<file path="config.mk">
export PLATFORM = sky130hd
export DESIGN_NAME = uart_bus_bridge
export DESIGN_NICKNAME = d
export VERILOG_FILES = /design/src/rtl/uart_bus_bridge.sv
export SDC_FILE = /design/constraint.sdc
export NUM_CORES = 1
export LEC_CHECK = 0
export BUFFER_PORTS_ARGS = -buffer_cell sky130_fd_sc_hd__buf_2
export CORE_MARGIN = 2
export CORE_UTILIZATION = 45
export DETAILED_ROUTE_END_ITERATION = 10
export GPL_TIMING_DRIVEN = 0
export PLACE_DENSITY = 0.77
export SETUP_SLACK_MARGIN = 0.05
export SLEW_MARGIN = 40
export SYNTH_ARGS = -nofsm -noshare
export SYNTH_HDL_FRONTEND = slang
export SYNTH_SLANG_ARGS = --single-unit
</file>
<file path="constraint.sdc">
create_clock -name clk -period 3.8 [get_ports clk]
set_clock_uncertainty 0.15 [all_clocks]
set_input_delay 0.57 -clock clk [delete_from_list [all_inputs] [get_ports clk]]
set_output_delay 0.57 -clock clk [all_outputs]
set_load 0.01 [all_outputs]
</file>
<file path="src/rtl/uart_bus_bridge.sv">
// Memory-mapped bridge between the MIPS data-memory bus and a UART sender/receiver pair.
// Three word registers: TXD (one-byte holding register), RXD (head of a small RX FIFO) and
// CON (interrupt enables plus status). A three-state handshake FSM hands each held byte to
// the sender and waits for its busy level to rise and fall again.
module uart_bus_bridge #(
  parameter int unsigned RX_DEPTH = 4,
  parameter logic [31:0] ADDR_TXD = 32'h4000_0018,
  parameter logic [31:0] ADDR_RXD = 32'h4000_001C,
  parameter logic [31:0] ADDR_CON = 32'h4000_0020
) (
  input  logic        clk,
  input  logic        reset,
  input  logic        MemRead,
  input  logic        MemWrite,
  input  logic [31:0] Address,
  input  logic [31:0] WriteData,
  output logic [31:0] ReadData,
  input  logic [7:0]  rx_data,
  input  logic        rx_valid,
  input  logic        tx_busy,
  output logic [7:0]  tx_data,
  output logic        tx_start,
  output logic        irq
);

  localparam int unsigned PtrW = (RX_DEPTH > 1) ? $clog2(RX_DEPTH) : 1;
  localparam logic [PtrW:0] PtrOne = {{PtrW{1'b0}}, 1'b1};

  typedef enum logic [1:0] {TxIdle, TxWaitHi, TxWaitLo} tx_state_e;

  // Bus decode
  logic sel_txd, sel_rxd, sel_con;
  logic wr_txd, wr_con, rd_rxd;

  assign sel_txd = (Address == ADDR_TXD);
  assign sel_rxd = (Address == ADDR_RXD);
  assign sel_con = (Address == ADDR_CON);
  assign wr_txd  = MemWrite & sel_txd;
  assign wr_con  = MemWrite & sel_con;
  assign rd_rxd  = MemRead & sel_rxd;

  // Only WriteData[7:0] carries meaning (byte for TXD, control bits for CON)
  logic unused_wdata;
  assign unused_wdata = ^WriteData[31:8];

  // TX holding register and control state
  logic [7:0] tx_hold_q, tx_hold_d;
  logic       hold_full_q, hold_full_d;
  logic       tx_ie_q, rx_ie_q, rx_overrun_q;
  logic       tx_consume;
  logic       tx_ready;

  // TX FSM and its registered outputs
  tx_state_e  state_q, state_d;
  logic [7:0] tx_data_q, tx_data_d;
  logic       tx_start_q, tx_start_d;
  logic       irq_q;

  // RX FIFO; pointers carry an extra wrap bit to tell full from empty
  logic [7:0]  fifo_mem [RX_DEPTH];
  logic [PtrW:0] rd_ptr_q, wr_ptr_q;
  logic        fifo_empty, fifo_full;
  logic        fifo_pop, fifo_push, overrun_set;
  logic [7:0]  fifo_head;

  assign fifo_empty = (rd_ptr_q == wr_ptr_q);
  assign fifo_full  = (rd_ptr_q[PtrW-1:0] == wr_ptr_q[PtrW-1:0]) &&
                      (rd_ptr_q[PtrW] != wr_ptr_q[PtrW]);
  assign fifo_head  = fifo_mem[rd_ptr_q[PtrW-1:0]];

  // A pop frees a slot in the same cycle, so a push while full still lands
  assign fifo_pop    = rd_rxd & ~fifo_empty;
  assign fifo_push   = rx_valid & (~fifo_full | fifo_pop);
  assign overrun_set = rx_valid & fifo_full & ~fifo_pop;

  assign tx_ready = ~hold_full_q & (state_q == TxIdle);

  // FIFO storage; contents are meaningless while the pointers say empty
  always_ff @(posedge clk) begin
    if (fifo_push) begin
      fifo_mem[wr_ptr_q[PtrW-1:0]] <= rx_data;
    end
  end

  // FIFO pointers
  always_ff @(posedge clk or posedge reset) begin
    if (reset) begin
      rd_ptr_q <= '0;
      wr_ptr_q <= '0;
    end else begin
      if (fifo_pop) begin
        rd_ptr_q <= rd_ptr_q + PtrOne;
      end
      if (fifo_push) begin
        wr_ptr_q <= wr_ptr_q + PtrOne;
      end
    end
  end

  // Holding register next state: FSM consumption and CPU load are mutually exclusive
  always_comb begin
    hold_full_d = hold_full_q;
    tx_hold_d   = tx_hold_q;
    if (tx_consume) begin
      hold_full_d = 1'b0;
    end else if (wr_txd && !hold_full_q) begin
      hold_full_d = 1'b1;
      tx_hold_d   = WriteData[7:0];
    end
  end

  // Holding register, control bits, sticky overrun and interrupt level
  always_ff @(posedge clk or posedge reset) begin
    if (reset) begin
      tx_hold_q    <= 8'h00;
      hold_full_q  <= 1'b0;
      tx_ie_q      <= 1'b0;
      rx_ie_q      <= 1'b0;
      rx_overrun_q <= 1'b0;
      irq_q        <= 1'b0;
    end else begin
      tx_hold_q   <= tx_hold_d;
      hold_full_q <= hold_full_d;
      if (wr_con) begin
        tx_ie_q <= WriteData[0];
        rx_ie_q <= WriteData[1];
        if (WriteData[4]) begin
          rx_overrun_q <= 1'b0;
        end
      end
      // A fresh overrun wins over a simultaneous clear
      if (overrun_set) begin
        rx_overrun_q <= 1'b1;
      end
      irq_q <= (tx_ie_q & tx_ready) | (rx_ie_q & ~fifo_empty) | (rx_ie_q & rx_overrun_q);
    end
  end

  // TX FSM state register with its registered outputs
  always_ff @(posedge clk or posedge reset) begin
    if (reset) begin
      state_q    <= TxIdle;
      tx_data_q  <= 8'h00;
      tx_start_q <= 1'b0;
    end else begin
      state_q    <= state_d;
      tx_data_q  <= tx_data_d;
      tx_start_q <= tx_start_d;
    end
  end

  // TX FSM next-state logic
  always_comb begin
    state_d = state_q;
    unique case (state_q)
      TxIdle:   if (hold_full_q) state_d = TxWaitHi;
      TxWaitHi: if (tx_busy) state_d = TxWaitLo;
      TxWaitLo: if (!tx_busy) state_d = TxIdle;
      default:  state_d = TxIdle;
    endcase
  end

  // TX FSM outputs: launch the held byte on leaving idle
  always_comb begin
    tx_start_d = 1'b0;
    tx_data_d  = tx_data_q;
    tx_consume = 1'b0;
    if (state_q == TxIdle && hold_full_q) begin
      tx_start_d = 1'b1;
      tx_data_d  = tx_hold_q;
      tx_consume = 1'b1;
    end
  end

  // Combinational read mux
  always_comb begin
    ReadData = 32'h0;
    if (MemRead) begin
      if (sel_con) begin
        ReadData = {27'b0, rx_overrun_q, ~fifo_empty, tx_ready, rx_ie_q, tx_ie_q};
      end else if (sel_rxd) begin
        ReadData = fifo_empty ? 32'h0 : {24'b0, fifo_head};
      end else if (sel_txd) begin
        ReadData = {23'b0, hold_full_q, tx_hold_q};
      end
    end
  end

  assign tx_data  = tx_data_q;
  assign tx_start = tx_start_q;
  assign irq      = irq_q;

endmodule
</file>
==> flow_metrics.tcl <==
set metrics [dict create \
    pwr-share-clk 0.340 \
    ctsHoldBuffers 0 \
    nFillCells 520 \
    wl_met1_mm 2.49 \
    p_seq_frac 0.471 \
    wl_met3_um 452 \
    wl_met2_mm 3.14 \
    async_reset_ff_frac 0.484 \
    io_buffers 72 \
    synth-seq-area-share 0.563 \
    dp_hpwl_mm 4.59 \
    cellLeakagePower_uw 0.00171 \
    synth_warnings 0 \
    start_util 0.471 \
    top_layer "met4" \
    relSlewSlack 0.518 \
    area_delta_synth_final_pct 25.4 \
    cts_tree "yes" \
    endpoint_kind "output pin" \
    most-common-layout-cells "74 x buf_2, 32 x edfxtp_1, 30 x dfrtp_1" \
    num_vias 2136 \
    pwr-share-comb 0.189 \
    antennaDiodeCount 0 \
    wl_per_cell_um 15.1 \
    clockBufferDepth 2 \
    setup.worst_path.start_class "register" \
    die_w_um 86.2 \
    fmax_mhz 340 \
    cp-startpoint "rd_ptr_q[1]$_DFFE_PP0P_" \
    netlist_area_um2 3040 \
    rsz0062_at_grt "no" \
    synth_cell_types 50 \
    antenna_left 0 \
    antenna_found_initial 0 \
    coreArea_um2 6460 \
    gp_congestion 0.785 \
    grt_start_max_net_pins 31 \
    cts.reportedPaths.clkPinSlew_ps 70 \
    worstHoldPathType "in2async" \
    synth_edf_count 32 \
    cts_sinks 62 \
    die_h_um 86.2 \
    fp-row-count 29 \
    min_period_ps 2940 \
    ir_drop_mv 0.349 \
    hold_viol_final 0 \
    r2r_cells 5 \
    p_int_uw 1320 \
    post_dp_cell_area_um2 3590 \
    cts_resized 0 \
    die_area_um2 7430 \
    cp_max_fo 10 \
    via_per_inst 5.22 \
    design_area_um2 3810 \
    drtPass1Iterations 4 \
    drc_errors 0 \
    cp_data_required_time_ps 3080 \
    syn_area_per_cell_um2 13.7 \
    reg2reg_from "rd_ptr_q[1]$_DFFE_PP0P_" \
    first_global_vias 2009 \
    timing.final.crit_share 0.773 \
    wirelength_mm 6.19 \
    cts_setup_buffers 0 \
    layout_commonest_cell "buf_2" \
    power.net_switching_uw 474 \
    cts_htree_levels 3 \
    cts_made_buffers 9 \
    drive_gt1_frac 0.467 \
    setup_viol 0 \
    synth_cells 222 \
    status "finished, final reports clean" \
    nets 410 \
    worst_pin_slew_ps 721 \
    drv_slew 0 \
    power_density_nw_per_um2 470 \
    grt_pass1_wl_mm 9.46 \
    drt_iter0_markers 154 \
    worstSetupPathType "reg2out" \
    ys.flop_type "edfxtp_1" \
    critPathArrivalTime_ps 2220 \
    swShare 0.265 \
    tns_ps 0 \
    ios 120 \
    clkLatencyLatePin_ps 330 \
    postSynthRegisterBits 62 \
    root_buffer "clkbuf_8" \
    grt_overflow 0 \
    drv_cap 0 \
    track_usage 0.169 \
]
per-stage QoR:
stage	hold WS (ps)	std cells	util	worst slack (ps)	total power (µW)
after floorplan	312	244	-	1090	1080
after global placement	335	393	0.554	531	1160
after detailed placement	337	393	0.555	457	1180
after CTS	171	409	0.588	780	1800
after global routing	199	409	0.591	736	1880
final	158	409	0.591	861	1790
path summary, 6_finish.rpt:
path / endpoint / slack, ps
max in group asynchronous: tx_hold_q[5]$_DFFE_PP0P_ / 2940
hold / removal: state_q[1]$_DFFE_PP0P_ / 160
min in group clk: state_q[0]$_DFFE_PP0P_ / 280
setup / recovery: ReadData[0] / 860
hold reg to reg: rd_ptr_q[2]$_DFFE_PP0P_ / 350
setup reg to reg: rd_ptr_q[1]$_DFFE_PP0P_ / 1570
critical path, stage by stage (launching register included):
cell and delay (ps):
dfrtp_1 380, buf_2 210, xnor2_1 180, a31oi_1 600
a222oi_1 190, nor2_1 170, buf_2 160
state kept, by name (all words and copies together), names as in the netlist:
name and cells:
rx_ie_q 1, tx_data 8, tx_start 1, rx_overrun_q 1, tx_ie_q 1, rd_ptr_q 3, state_q 2, irq 1
tx_hold_q 8, hold_full_q 1, wr_ptr_q 3, fifo_mem 32
cells in the mapped netlist (all sizes together) (4+ instances only):
library cell / instances / area share
edfxtp: 32 / 0.32
dfrtp: 30 / 0.25
buf: 26 / 0.063
mux2: 22 / 0.081
nand2: 15 / 0.019
nor2: 10 / 0.012
mux4: 8 / 0.059
nor4: 7 / 0.019
a21oi: 5 / 0.0082
ha: 5 / 0.021
nand4: 5 / 0.010
a222oi: 4 / 0.013
xnor2: 4 / 0.012
layout make-up:
class,count,area [µm²],share of cell area
Inverter,3,11.3,0.00295
Timing Repair Buffer,72,360,0.0945
Multi-Input combinational cell,150,1220,0.320
Buffer,29,201,0.0528
Clock inverter,7,88.8,0.0233
Clock buffer,9,124,0.0325
Sequential cell,62,1710,0.449
Tap cell,77,96.3,0.0253
power groups by stage:
stage	sequential, µW	clock, µW	combinational (µW)
final	844	609	339
after global routing	851	654	373
after CTS	843	623	330
after detailed placement	857	0	324
after global placement	852	0	306
after floorplan	843	0	234
cell families after synthesis:
logic type | count (synthesis) | synth area share
buffers and inverters | 32 | 0.0699
muxes | 30 | 0.141
DFF | 62 | 0.563
xor gates and xnor gates | 6 | 0.0173
and+or+nand+nor | 60 | 0.121
other | 1 | 0.00123
AOI/OAI and AO/OA | 26 | 0.0662
adders and majority gates | 5 | 0.0206
per-layer routing:
layer	track usage	vias up
li1	-	1030
met1	0.195	1001
met2	0.292	90
met3	0.0657	15
met4	0.0497	0
met5	0	-
Power figures use the tool's default switching activity.
